`src/rtl/pipe_pkg.sv`:
```
// Shared definitions for the instruction pipeline stage units.
package pipe_pkg;

  localparam int INSTR_W_DEF = 32;
  localparam int EPOCH_W_DEF = 1;

  // Architectural NOP that a squashed or empty stage presents downstream.
  localparam logic [INSTR_W_DEF-1:0] NOP_INSTR = 32'hE320F000;

  typedef logic [EPOCH_W_DEF-1:0] epoch_t;

  // One held stage entry at the default widths.
  typedef struct packed {
    logic                   valid;
    logic [INSTR_W_DEF-1:0] instr;
    epoch_t                 epoch;
  } stage_entry_t;

endpackage

```
`src/rtl/instr_pipe_stage_if.sv`:
```
// Handshake bus around one pipeline stage: upstream in_* side and downstream out_* side.
interface instr_pipe_stage_if #(
  parameter int INSTR_W = 32,
  parameter int EPOCH_W = 1
);
  logic               in_valid;
  logic               in_ready;
  logic [INSTR_W-1:0] in_instr;
  logic [EPOCH_W-1:0] in_epoch;
  logic               out_valid;
  logic               out_ready;
  logic [INSTR_W-1:0] out_instr;
  logic [EPOCH_W-1:0] out_epoch;
  logic               out_squashed;

  // Environment side: feeds instructions in and consumes the stage output.
  modport master (
    output in_valid, in_instr, in_epoch, out_ready,
    input  in_ready, out_valid, out_instr, out_epoch, out_squashed
  );

  // Stage side.
  modport slave (
    input  in_valid, in_instr, in_epoch, out_ready,
    output in_ready, out_valid, out_instr, out_epoch, out_squashed
  );
endinterface

```
`src/rtl/pipe_skid_buf.sv`:
```
// Generic 2-entry valid/ready skid buffer. in_ready comes only from flops,
// so there is no combinational path from out_ready back to in_ready.
module pipe_skid_buf #(
  parameter int           W        = 33,
  parameter logic [W-1:0] CLR_DATA = '0
) (
  input  logic         clk,
  input  logic         rst_n,
  input  logic         flush,
  input  logic         in_valid,
  output logic         in_ready,
  input  logic [W-1:0] in_data,
  output logic         out_valid,
  input  logic         out_ready,
  output logic [W-1:0] out_data
);

  logic         main_valid;
  logic [W-1:0] main_data;
  logic         skid_valid;
  logic [W-1:0] skid_data;
  logic         flush_q;
  logic         accept;
  logic         fire;

  assign in_ready  = ~skid_valid & ~flush_q;
  assign out_valid = main_valid;
  assign out_data  = main_data;
  assign accept    = in_valid & in_ready;
  assign fire      = main_valid & out_ready;

  // Main/skid entry update; flush discards everything, including a same-cycle accept.
  always_ff @(posedge clk or negedge rst_n) begin
    if (!rst_n) begin
      main_valid <= 1'b0;
      main_data  <= CLR_DATA;
      skid_valid <= 1'b0;
      skid_data  <= CLR_DATA;
      flush_q    <= 1'b0;
    end else if (flush) begin
      main_valid <= 1'b0;
      main_data  <= CLR_DATA;
      skid_valid <= 1'b0;
      skid_data  <= CLR_DATA;
      flush_q    <= 1'b1;
    end else begin
      flush_q <= 1'b0;
      if (!main_valid || fire) begin
        if (skid_valid) begin
          main_valid <= 1'b1;
          main_data  <= skid_data;
          skid_valid <= 1'b0;
        end else if (accept) begin
          main_valid <= 1'b1;
          main_data  <= in_data;
        end else begin
          main_valid <= 1'b0;
        end
      end else if (accept) begin
        // Main is stalled; in_ready guarantees skid is free here.
        skid_valid <= 1'b1;
        skid_data  <= in_data;
      end
    end
  end

endmodule

```
`src/rtl/instr_pipe_stage.sv`:
```
// Instruction pipeline stage: skid-buffered handshake, epoch squash to NOP,
// synchronous flush and a saturating count of delivered squashed entries.
module instr_pipe_stage #(
  parameter int                 INSTR_W   = 32,
  parameter int                 EPOCH_W   = 1,
  parameter int                 CNT_W     = 16,
  parameter logic [INSTR_W-1:0] NOP_INSTR = INSTR_W'(pipe_pkg::NOP_INSTR)
) (
  input  logic               clk,
  input  logic               rst_n,
  instr_pipe_stage_if.slave  bus,
  input  logic [EPOCH_W-1:0] cur_epoch,
  input  logic               flush,
  output logic [CNT_W-1:0]   squash_count
);

  localparam int PW = INSTR_W + EPOCH_W;

  logic               main_valid;
  logic [PW-1:0]      main_data;
  logic [INSTR_W-1:0] main_instr;
  logic [EPOCH_W-1:0] main_epoch;
  logic               squashed;
  logic               fire;

  pipe_skid_buf #(
    .W        (PW),
    .CLR_DATA ({{EPOCH_W{1'b0}}, NOP_INSTR})
  ) u_skid (
    .clk       (clk),
    .rst_n     (rst_n),
    .flush     (flush),
    .in_valid  (bus.in_valid),
    .in_ready  (bus.in_ready),
    .in_data   ({bus.in_epoch, bus.in_instr}),
    .out_valid (main_valid),
    .out_ready (bus.out_ready),
    .out_data  (main_data)
  );

  assign main_instr = main_data[INSTR_W-1:0];
  assign main_epoch = main_data[PW-1:INSTR_W];

  // Live cur_epoch: a stalled entry can become squashed (or un-squashed) while waiting.
  assign squashed = main_valid & (main_epoch != cur_epoch);
  assign fire     = main_valid & bus.out_ready;

  assign bus.out_valid    = main_valid;
  assign bus.out_squashed = squashed;
  assign bus.out_epoch    = main_epoch;
  assign bus.out_instr    = (!main_valid || squashed) ? NOP_INSTR : main_instr;

  // Count squashed bubbles actually handed downstream; a flush cancels the fire.
  always_ff @(posedge clk or negedge rst_n) begin
    if (!rst_n) begin
      squash_count <= '0;
    end else if (fire && squashed && !flush && (squash_count != {CNT_W{1'b1}})) begin
      squash_count <= squash_count + 1'b1;
    end
  end

endmodule

```
`src/flat_wrapper.sv`:
```
// flat-port wrapper written by rule: the top's interface ports become plain ports
module instr_pipe_stage_flat 
#(
  parameter int                 INSTR_W   = 32,
  parameter int                 EPOCH_W   = 1,
  parameter int                 CNT_W     = 16,
  parameter logic [INSTR_W-1:0] NOP_INSTR = INSTR_W'(pipe_pkg::NOP_INSTR)
)
  (clk, rst_n, cur_epoch, flush, squash_count, bus_in_valid, bus_in_instr, bus_in_epoch, bus_out_ready, bus_in_ready, bus_out_valid, bus_out_instr, bus_out_epoch, bus_out_squashed);
  instr_pipe_stage_if #(.INSTR_W(INSTR_W), .EPOCH_W(EPOCH_W)) bus_i ();
  input  logic clk;
  input  logic rst_n;
  input  logic [EPOCH_W-1:0] cur_epoch;
  input  logic flush;
  output logic [CNT_W-1:0] squash_count;
  input wire logic [$bits(bus_i.in_valid)-1:0] bus_in_valid;
  input wire logic [$bits(bus_i.in_instr)-1:0] bus_in_instr;
  input wire logic [$bits(bus_i.in_epoch)-1:0] bus_in_epoch;
  input wire logic [$bits(bus_i.out_ready)-1:0] bus_out_ready;
  output wire logic [$bits(bus_i.in_ready)-1:0] bus_in_ready;
  output wire logic [$bits(bus_i.out_valid)-1:0] bus_out_valid;
  output wire logic [$bits(bus_i.out_instr)-1:0] bus_out_instr;
  output wire logic [$bits(bus_i.out_epoch)-1:0] bus_out_epoch;
  output wire logic [$bits(bus_i.out_squashed)-1:0] bus_out_squashed;
  assign bus_i.in_valid = bus_in_valid;
  assign bus_i.in_instr = bus_in_instr;
  assign bus_i.in_epoch = bus_in_epoch;
  assign bus_i.out_ready = bus_out_ready;
  assign bus_in_ready = bus_i.in_ready;
  assign bus_out_valid = bus_i.out_valid;
  assign bus_out_instr = bus_i.out_instr;
  assign bus_out_epoch = bus_i.out_epoch;
  assign bus_out_squashed = bus_i.out_squashed;
  instr_pipe_stage #(.INSTR_W(INSTR_W), .EPOCH_W(EPOCH_W), .CNT_W(CNT_W), .NOP_INSTR(NOP_INSTR)) u_core (.clk(clk), .rst_n(rst_n), .bus(bus_i), .cur_epoch(cur_epoch), .flush(flush), .squash_count(squash_count));
endmodule
```
`config.mk`:
```
export PLATFORM = sky130hd
export DESIGN_NAME = instr_pipe_stage_flat
export DESIGN_NICKNAME = d
export VERILOG_FILES = /design/src/rtl/pipe_pkg.sv /design/src/rtl/instr_pipe_stage_if.sv /design/src/rtl/pipe_skid_buf.sv /design/src/rtl/instr_pipe_stage.sv /design/src/flat_wrapper.sv
export SDC_FILE = /design/constraint.sdc
export NUM_CORES = 1
export LEC_CHECK = 0
export BUFFER_PORTS_ARGS = -buffer_cell sky130_fd_sc_hd__buf_2
export CORE_MARGIN = 2
export CORE_UTILIZATION = 44
export DETAILED_ROUTE_END_ITERATION = 10
export GPL_ROUTABILITY_DRIVEN = 0
export PLACE_DENSITY = 0.67
export RECOVER_POWER = 100
export SYNTH_ARGS = -nofsm -noshare
export SYNTH_HDL_FRONTEND = slang
export SYNTH_SLANG_ARGS = --single-unit
export TNS_END_PERCENT = 10
```
`constraint.sdc`:
```
create_clock -name clk -period 3.03 [get_ports clk]
set_clock_uncertainty 0.2 [all_clocks]
set_input_delay 0.4545 -clock clk [delete_from_list [all_inputs] [get_ports clk]]
set_output_delay 0.4545 -clock clk [all_outputs]
set_load 0.02 [all_outputs]
```
==> results.json, run 1 <==
{
  "synth_ff_type": "dfrtp_1",
  "layout.cells.non_filler": 548,
  "max_freq_ghz": 0.3916,
  "crit_type": "reg -> out",
  "setup_violations": 0,
  "max-vdd-ir-drop_uv": 186.2,
  "fillers": 880,
  "critPathCaptureType": "output port",
  "min_to": "u_core.u_skid.skid_data[18]",
  "reg2reg_to": "u_core.squash_count[4]",
  "ys_seq_area_share_pct": 52.99,
  "holdWs_ns": 0.1281,
  "setup_tns_ns": 0,
  "use_met2_pct": 30.04,
  "maxSlewHeadroom_pct": 28.77,
  "outcome": "finished clean",
  "cp_cell_sequence": "xnor2_1 -> clkbuf_2 -> and3_1 -> clkbuf_1",
  "synth.most_common_cell": "dfrtp_1",
  "cts.path.max_buffers": 2,
  "ff2ff_setup_slack_ns": 0.65,
  "ioPinCount": 91,
  "rsz0062_at_grt": "false",
  "routed_wl_mm": 9.115,
  "vias": 2995,
  "die_area_mm2": 0.01002,
  "start_util_pct": 44.59,
  "dr.pass1.iters": 4,
  "regArea_mm2": 0.002152,
  "synth_area_mm2": 0.004061,
  "use_met1_pct": 26.95,
  "total_leakage_power_nw": 2.072,
  "cp_max_fo": 23,
  "drc": 0,
  "cp_top_family": "buffers and inverters",
  "diodes": 0,
  "die_y_um": 100.1,
  "min_period_ns": 2.553,
  "final_cell_area_mm2": 0.004692,
  "min_path_cells": 2,
  "synthToLayoutAreaGrowth_pct": 15.53,
  "cts.clk_slew.worst_paths_ns": 0.09,
  "synth.area.top_cells": "dfrtp_1 (40%), dfstp_2 (13%), mux2i_1 (8.1%)",
  "hp-start": "bus_in_instr[18]",
  "power_density_mw_per_mm2": 485.2,
  "yosysWarnings": 0,
  "r2r_start": "u_core.squash_count[0]",
  "grt.total_usage_pct": 19.24,
  "cp.required_ns": 2.38,
  "avgViaCountPerCell": 5.465,
  "overflow": 0,
  "final_util_pct": 51.51,
  "synth_edf_count": 0,
  "ys_ff_latch": 85,
  "use_met3_pct": 4.109,
  "yosysTopAreaCell": "dfrtp_1",
  "slew_violations": 0,
  "dpl_cell_area_mm2": 0.004623,
  "insertion_delay_ns": 0.36,
  "ff2ff_path_depth": 6,
  "fin_crit_sh_pct": 84.27,
  "ys_async_sr_fraction_pct": 100.0,
  "slowest_delay_ns": 0.45,
  "grt_antenna_before_repair": 0,
  "rows": 35,
  "cp_slowest_cell": "dfrtp_1",
  "tightest_slew_ns": 1.068,
  "cts_buffers": 9,
  "grt_pass1_vias": 2988,
  "drive_gt1_share_pct": 21.74,
  "avgSynthCellArea_um2": 11.64,
  "final_nets": 472,
  "synth_commonest_cells": "dfrtp_1 (65), nor2_1 (36), mux2i_1 (33), a211oi_1 (23), a22o_1 (23)",
  "avgRoutedWirePerCell_um": 16.63,
  "core_mm2": 0.009109,
  "ctsHtreeMaxLevel": 3,
  "drt_iter0_drc": 150,
  "antenna_left": 0,
  "multi_input_area_mm2": 0.001733,
  "cap_viol_max_count": 0,
  "top_usage_layer": "met2",
  "cp.buffers_inverters": 2,
  "grt_max_degree": 47,
  "place_inst": 531,
  "portBuffers": 90,
  "worst-path-stages": 4,
  "hp-class": "in -> reg",
  "syn_nets": 389,
  "grt_pass1_wl_mm": 15.04,
  "die_x_um": 100.1,
  "cp-start-kind": "flip-flop",
  "hpwlAfterDp_mm": 5.951,
  "cts_tree": "yes",
  "arrival_ns": 1.90,
  "hold_viol": 0,
  "cts.sinks": 85,
  "synthCells": 349,
  "ys_types": 43,
  "root_buffer": "clkbuf_8",
  "synth_top_area_share_pct": 40.05
}
## through the flow
stage          worst slack (ns)  power (mW)
3_5_place_dp             0.9129       1.532
6_report                 0.4766       2.277
5_1_grt                  0.2875       2.402
4_1_cts                  0.6489       2.316
2_1_floorplan            0.8583       1.405
3_3_place_gp             0.9194       1.520
## where the power goes
group | internal, mW | leakage [nW] | switching, mW
registers | 1.19 | 1.10 | 0.0359
logic | 0.0960 | 0.876 | 0.169
clock network | 0.372 | 0.0989 | 0.411
total | 1.66 | 2.07 | 0.616
## worst reg2reg max path, stage by stage, from the launching register on
cell and delay [ns]:
dfrtp_1 0.41, ha_1 0.22, nand4_1 0.20, nor4_1 0.72
buf_4 0.28, nor3_1 0.07, xor2_1 0.17
## worst max-delay path by stage
stage,endpoint,slack [ns],from
after floorplan,bus_out_instr[12],0.86,u_core.u_skid.out_data[32]
after global placement,bus_out_instr[29],0.92,cur_epoch
after detailed placement,bus_out_instr[29],0.91,cur_epoch
after CTS,bus_out_instr[29],0.65,u_core.u_skid.out_data[32]
after global routing,bus_out_instr[22],0.29,u_core.u_skid.out_data[32]
final,bus_out_instr[4],0.48,u_core.u_skid.out_data[32]
## kinds of logic after synthesis
logic type	synth area share, %
adder cells (fa/ha/maj)	0.3080
multiplexers	8.688
XOR/XNOR	3.450
flip-flops	52.99
AND/OR/NAND/NOR	17.01
buffers and inverters	3.081
AO/OA/AOI/OAI	14.48
## sequential cells by signal, indices dropped and copies added, names as in the netlist
name,cells
u_core.squash_count,16
u_core.u_skid.out_data,33
u_core.u_skid.skid_data,33
u_core.u_skid.flush_q,1
u_core.u_skid.out_valid,1
u_core.u_skid.skid_valid,1
## what timing repair did
action,in CTS,in global routing
endpoints found under the hold margin,41,0
gates resized for setup,0,0
hold buffers,1,0
buffers inserted,0,0
## cells in the final DEF, fill, tap and decap left out, types with 10 or more instances in the layout
master,instances
dfrtp_1,65
clkbuf_1,47
buf_2,44
nor2_1,37
mux2i_1,33
a22o_1,23
a211oi_1,23
and3_1,22
dfstp_2,20
nand2b_1,13
xor2_1,12
o22a_1,10
a211o_1,10
clkbuf_8,10
## final cells by class
cell class              instances  share of cell area [%]
flip-flops and latches         85                   45.87
multi-input cells             236                   36.93
repair buffers                100                   10.13
clock buffers                  12                   3.547
well taps                     111                   2.960
clock inverters                 4                  0.5600
## metal layers
layer  up-vias  wire length, µm
met5         -                0
li1       1441                -
met1      1481             4370
met3         9              344
met4         0              125
met2        64             4275
No activity file was read; power rests on OpenSTA's default activity.
==> inputs of run 2 (changes only) <==
--- a/config.mk
+++ b/config.mk
@@ -10,7 +10,7 @@
 export CORE_UTILIZATION = 44
 export DETAILED_ROUTE_END_ITERATION = 10
 export GPL_ROUTABILITY_DRIVEN = 0
-export PLACE_DENSITY = 0.67
+export PLACE_DENSITY = 0.7
 export RECOVER_POWER = 100
 export SYNTH_ARGS = -nofsm -noshare
 export SYNTH_HDL_FRONTEND = slang
==> constraint.sdc (replaced) <==
create_clock -name clk -period 2.3 [get_ports clk]
set_clock_uncertainty 0.2 [all_clocks]
set_input_delay 0.345 -clock clk [delete_from_list [all_inputs] [get_ports clk]]
set_output_delay 0.345 -clock clk [all_outputs]
set_load 0.02 [all_outputs]
==> run 2 against run 1 <==
  * Sequential share of layout area is 0.99 points lower
  * Highest routed layer unchanged
  * Critical path type unchanged
  * Flip-flop and latch count stayed put
  * Worst setup slack worse by 0.34 ns
==> results.json, run 2 (synthesis gave the netlist of run 1 again) <==
{
  "final_cell_mix": "dfrtp_1 (64), buf_2 (42), nor2_1 (36)",
  "overflow": 0,
  "insertion_delay_ns": 0.34,
  "root_buffer": "clkbuf_8",
  "ioPinCount": 91,
  "cts.clk_slew.worst_paths_ns": 0.09,
  "die_y_um": 100.1,
  "cp.required_ns": 1.75,
  "avgRoutedWirePerCell_um": 16.91,
  "rsz0062_at_grt": "false",
  "cts_tree": "yes",
  "drc": 0,
  "cp-start-kind": "flip-flop",
  "min_period_ns": 2.160,
  "setup_violations": 0,
  "die_x_um": 100.1,
  "final_nets": 477,
  "grt.total_usage_pct": 19.28,
  "tightest_slew_ns": 1.074,
  "avgViaCountPerCell": 5.459,
  "dr.pass1.iters": 7,
  "setup_tns_ns": 0,
  "grt_max_degree": 47,
  "cts.sinks": 85,
  "mostFrequentLayoutCell": "dfrtp_1",
  "hold_viol": 0,
  "antenna_left": 0,
  "fin_crit_sh_pct": 93.91,
  "routed_wl_mm": 9.351,
  "cp_max_fo": 15,
  "use_met1_pct": 26.94,
  "hp-class": "in -> reg",
  "start_util_pct": 44.59,
  "vias": 3019,
  "place_inst": 536,
  "drt_iter0_drc": 125,
  "top_usage_layer": "met2",
  "final_cell_area_mm2": 0.004798,
  "total_leakage_power_nw": 2.177,
  "layout.cells.non_filler": 553,
  "drive_gt1_share_pct": 29.41,
  "die_area_mm2": 0.01002,
  "cts_buffers": 9,
  "critPathCaptureType": "output port",
  "use_met3_pct": 3.203,
  "crit_type": "reg -> out",
  "diodes": 0,
  "outcome": "finished clean",
  "cap_viol_max_count": 0,
  "grt_antenna_before_repair": 0,
  "portBuffers": 90,
  "synthToLayoutAreaGrowth_pct": 18.15,
  "power_density_mw_per_mm2": 629.5,
  "arrival_ns": 1.61,
  "slew_violations": 0,
  "holdWs_ns": 0.02475,
  "cts.path.max_buffers": 2,
  "rows": 35,
  "hpwlAfterDp_mm": 6.268,
  "max_freq_ghz": 0.4630,
  "maxSlewHeadroom_pct": 28.38,
  "max-vdd-ir-drop_uv": 282.2,
  "use_met2_pct": 30.46,
  "grt_pass1_wl_mm": 15.08,
  "ctsHtreeMaxLevel": 3,
  "grt_pass1_vias": 2996,
  "dpl_cell_area_mm2": 0.004673,
  "core_mm2": 0.009109
}
-- run 2: cell count changes in the layout (fill, tap and decap cells not counted), moves of 2 or more --
cell      before  now
nor4_2         0    2
inv_4          3    0
nor4_1         3    1
buf_2         44   42
nor4b_2        0    2
buf_4          5    8
nor4b_1        2    0
clkbuf_2       3   29
clkbuf_1      47   25
clkinv_2       0    2
-- run 2: what timing repair did --
action | 4_1_cts | 5_1_grt
hold buffers | 1 | 0
resized for setup | 0 | 1
buffers inserted | 0 | 0
endpoints found under the setup margin | 0 | 10
endpoints found under the hold margin | 22 | 0
-- run 2: worst max-delay path: stages (launching register included) --
cell and delay [ns]:
dfrtp_1 0.45, xnor2_2 0.19, buf_4 0.23, and3_1 0.17
clkbuf_1 0.24
-- run 2: layout make-up --
cell class              count  area [µm²]
fillers                   865        4310
flip-flops and latches     85        2153
multi-input cells         236        1779
repair buffers            105       535.5
well taps                 111       138.9
clock buffers              10       127.6
clock inverters             6       63.81
-- run 2: power by group --
group / total, mW / switching, mW / internal [mW]
registers: 1.62 / 0.0487 / 1.57
clock network: 1.04 / 0.537 / 0.501
logic: 0.363 / 0.229 / 0.133
total: 3.02 / 0.815 / 2.21
-- run 2: metrics by stage --
stage,util (%),total power [mW],setup WS [ns]
finish,52.68,3.020,0.1401
global route,52.68,3.155,0.03967
CTS,53.52,3.068,0.03248
detailed placement,51.30,2.026,0.3070
global placement,51.30,2.015,0.3619
floorplan,-,1.851,0.2378
-- run 2: path summary, 6_finish.rpt --
check | start | end | slack [ns] | depth (start not counted)
max reg2reg | u_core.squash_count[0] | u_core.squash_count[6] | 0.22 | 6
min | bus_in_instr[18] | u_core.u_skid.skid_data[18] | 0.02 | 2
min in group asynchronous | rst_n | u_core.squash_count[13] | 0.23 | 2
max in group asynchronous | rst_n | u_core.u_skid.out_data[1] | 0.33 | 3
min reg2reg | u_core.u_skid.skid_data[3] | u_core.u_skid.skid_data[3] | 0.31 | 1
max | u_core.u_skid.out_data[32] | bus_out_instr[11] | 0.14 | 4
-- run 2: routing by layer --
layer	vias to the layer above	wire length [µm]
li1	1448	-
met1	1479	4384
met2	82	4332
met3	10	506
met4	0	128
met5	-	0
==> inputs of run 3 (changes only) <==
--- a/config.mk
+++ b/config.mk
@@ -6,6 +6,7 @@
 export NUM_CORES = 1
 export LEC_CHECK = 0
 export BUFFER_PORTS_ARGS = -buffer_cell sky130_fd_sc_hd__buf_2
+export CORE_ASPECT_RATIO = 1.75
 export CORE_MARGIN = 2
 export CORE_UTILIZATION = 44
 export DETAILED_ROUTE_END_ITERATION = 10
==> run 3 against run 2 <==
  * Power grew 14%
  * Die area increased by 0.30%
  * Core utilization is 1.8 points higher
  * Flip-flop and latch count unchanged
  * Clock power rose by 39%
  * Worst setup slack better by 0.0077 ns
  * Combinational power barely moved
  * Register-to-register slack got worse by 0.04 ns
  * Final cell count is 1.8% higher
  * Routed wire length rose by 3.2%
  * Critical path depth unchanged
  * Largest power group unchanged
  * Highest routed layer unchanged
==> results.json, run 3 (synthesis gave the netlist of run 1 again) <==
{
  "overflow": 0,
  "vias": 3063,
  "wl_met1_mm": 4.064,
  "cp_max_fo": 13,
  "max-vdd-ir-drop_uv": 579.8,
  "mostFrequentLayoutCell": "dfrtp_1",
  "die_y_um": 131.1,
  "hp-class": "in -> reg",
  "rsz0062_at_grt": "false",
  "cp-start-kind": "flip-flop",
  "cts.clk_slew.worst_paths_ns": 0.06,
  "highest_layer": "met4",
  "grt_antenna_before_repair": 0,
  "critPathCaptureType": "output port",
  "internal_power_mw": 2.612,
  "cts.sinks": 85,
  "antenna_left": 0,
  "p_comb_share_pct": 10.6,
  "total_leakage_power_nw": 2.251,
  "cts_buffers": 9,
  "ctsHtreeMaxLevel": 3,
  "arrival_ns": 1.61,
  "insertion_delay_ns": 0.33,
  "cts_tree": "yes",
  "core_mm2": 0.009036,
  "pwr-share-seq_pct": 47.2,
  "grt_pass1_vias": 3206,
  "die_x_um": 76.63,
  "power.net_switching_mw": 0.8284,
  "die_area_mm2": 0.01005,
  "holdWs_ns": 0.04979,
  "root_buffer": "clkbuf_16",
  "slew_violations": 0,
  "avgViaCountPerCell": 5.440,
  "final_util_pct": 54.44,
  "grt_max_degree": 48,
  "met2_length_mm": 4.940,
  "grt_pass1_wl_mm": 16.12,
  "fin_crit_sh_pct": 93.57,
  "diodes": 0,
  "met3WireLength_um": 494,
  "final_cell_mix": "dfrtp_1 (64), buf_2 (40), nor2_1 (36)",
  "crit_type": "reg -> out",
  "final_nets": 478,
  "max_freq_ghz": 0.4647,
  "grt.total_usage_pct": 20.28,
  "hold_viol": 0,
  "outcome": "finished clean",
  "synthToLayoutAreaGrowth_pct": 21.13,
  "drive_gt1_share_pct": 28.67,
  "cts_setup_buffers": 0,
  "hpwlAfterDp_mm": 6.564,
  "rows": 46,
  "routed_wl_mm": 9.651,
  "start_util_pct": 44.95,
  "avgRoutedWirePerCell_um": 17.14,
  "min_period_ns": 2.152,
  "dr.pass1.iters": 4,
  "drc": 0,
  "power_density_mw_per_mm2": 699.3,
  "clkPwrFrac_pct": 42.2,
  "ioPinCount": 91,
  "cap_viol_max_count": 0,
  "layout.cells.non_filler": 563,
  "tightest_slew_ns": 1.196,
  "drt_iter0_drc": 165,
  "cts.path.max_buffers": 2,
  "maxSlewHeadroom_pct": 20.27,
  "switching_share_pct": 24.08,
  "cp.required_ns": 1.75,
  "portBuffers": 90,
  "setup_tns_ns": 0,
  "setup_violations": 0,
  "place_inst": 546
}
[run 3: what timing repair did]
item	in CTS	in global routing
gates resized for setup	0	1
hold endpoints to repair	29	0
endpoints found under the setup margin	0	10
hold buffers	1	0
[run 3: layout make-up]
cell class / instances / area [µm²]
clock buffer: 15 / 267.8
fill: 834 / 4116
multi-input combinational: 236 / 1777
timing repair buffer: 106 / 541.8
tap: 120 / 150.1
sequential: 85 / 2153
clock inverter: 1 / 30.03
[run 3: layer usage]
metal  vias to the layer above  track usage [%]
met3                        11            4.315
met4                         0            7.807
li1                       1454                -
met5                         -                0
met1                      1507            25.11
met2                        91            34.98
[run 3: metrics by stage]
stage	total power, mW	worst slack, ns	area, µm²
after floorplan	1.851	0.2378	4061
after global placement	2.010	0.2901	4679
after detailed placement	2.025	0.2544	4679
after CTS	3.481	0.04417	4987
after global routing	3.591	0.03687	4920
final	3.440	0.1479	4920
[run 3: final timing paths]
path | startpoint | to | slack, ns | depth (start not counted)
worst max-delay path | u_core.u_skid.out_data[32] | bus_out_instr[0] | 0.15 | 4
worst min-delay path | bus_in_instr[8] | u_core.u_skid.skid_data[8] | 0.05 | 2
worst max register to register | u_core.u_skid.out_valid | u_core.u_skid.skid_data[23] | 0.18 | 5
worst min register to register | u_core.u_skid.skid_data[32] | u_core.u_skid.skid_data[32] | 0.30 | 1
max in group asynchronous | rst_n | u_core.squash_count[10] | 0.31 | 3
min in group asynchronous | rst_n | u_core.u_skid.skid_data[23] | 0.60 | 2
[run 3: critical path: stages (launching register included)]
cell and delay [ns]:
dfrtp_1 0.45, xnor2_2 0.22, buf_4 0.22, and3_1 0.21
clkbuf_2 0.18
[run 3: power groups by stage]
stage	registers (mW)	clock network, mW	logic (mW)
after floorplan	1.66	0	0.189
after global placement	1.64	0	0.367
after detailed placement	1.65	0	0.376
after CTS	1.62	1.48	0.379
after global routing	1.63	1.55	0.409
final	1.62	1.45	0.364
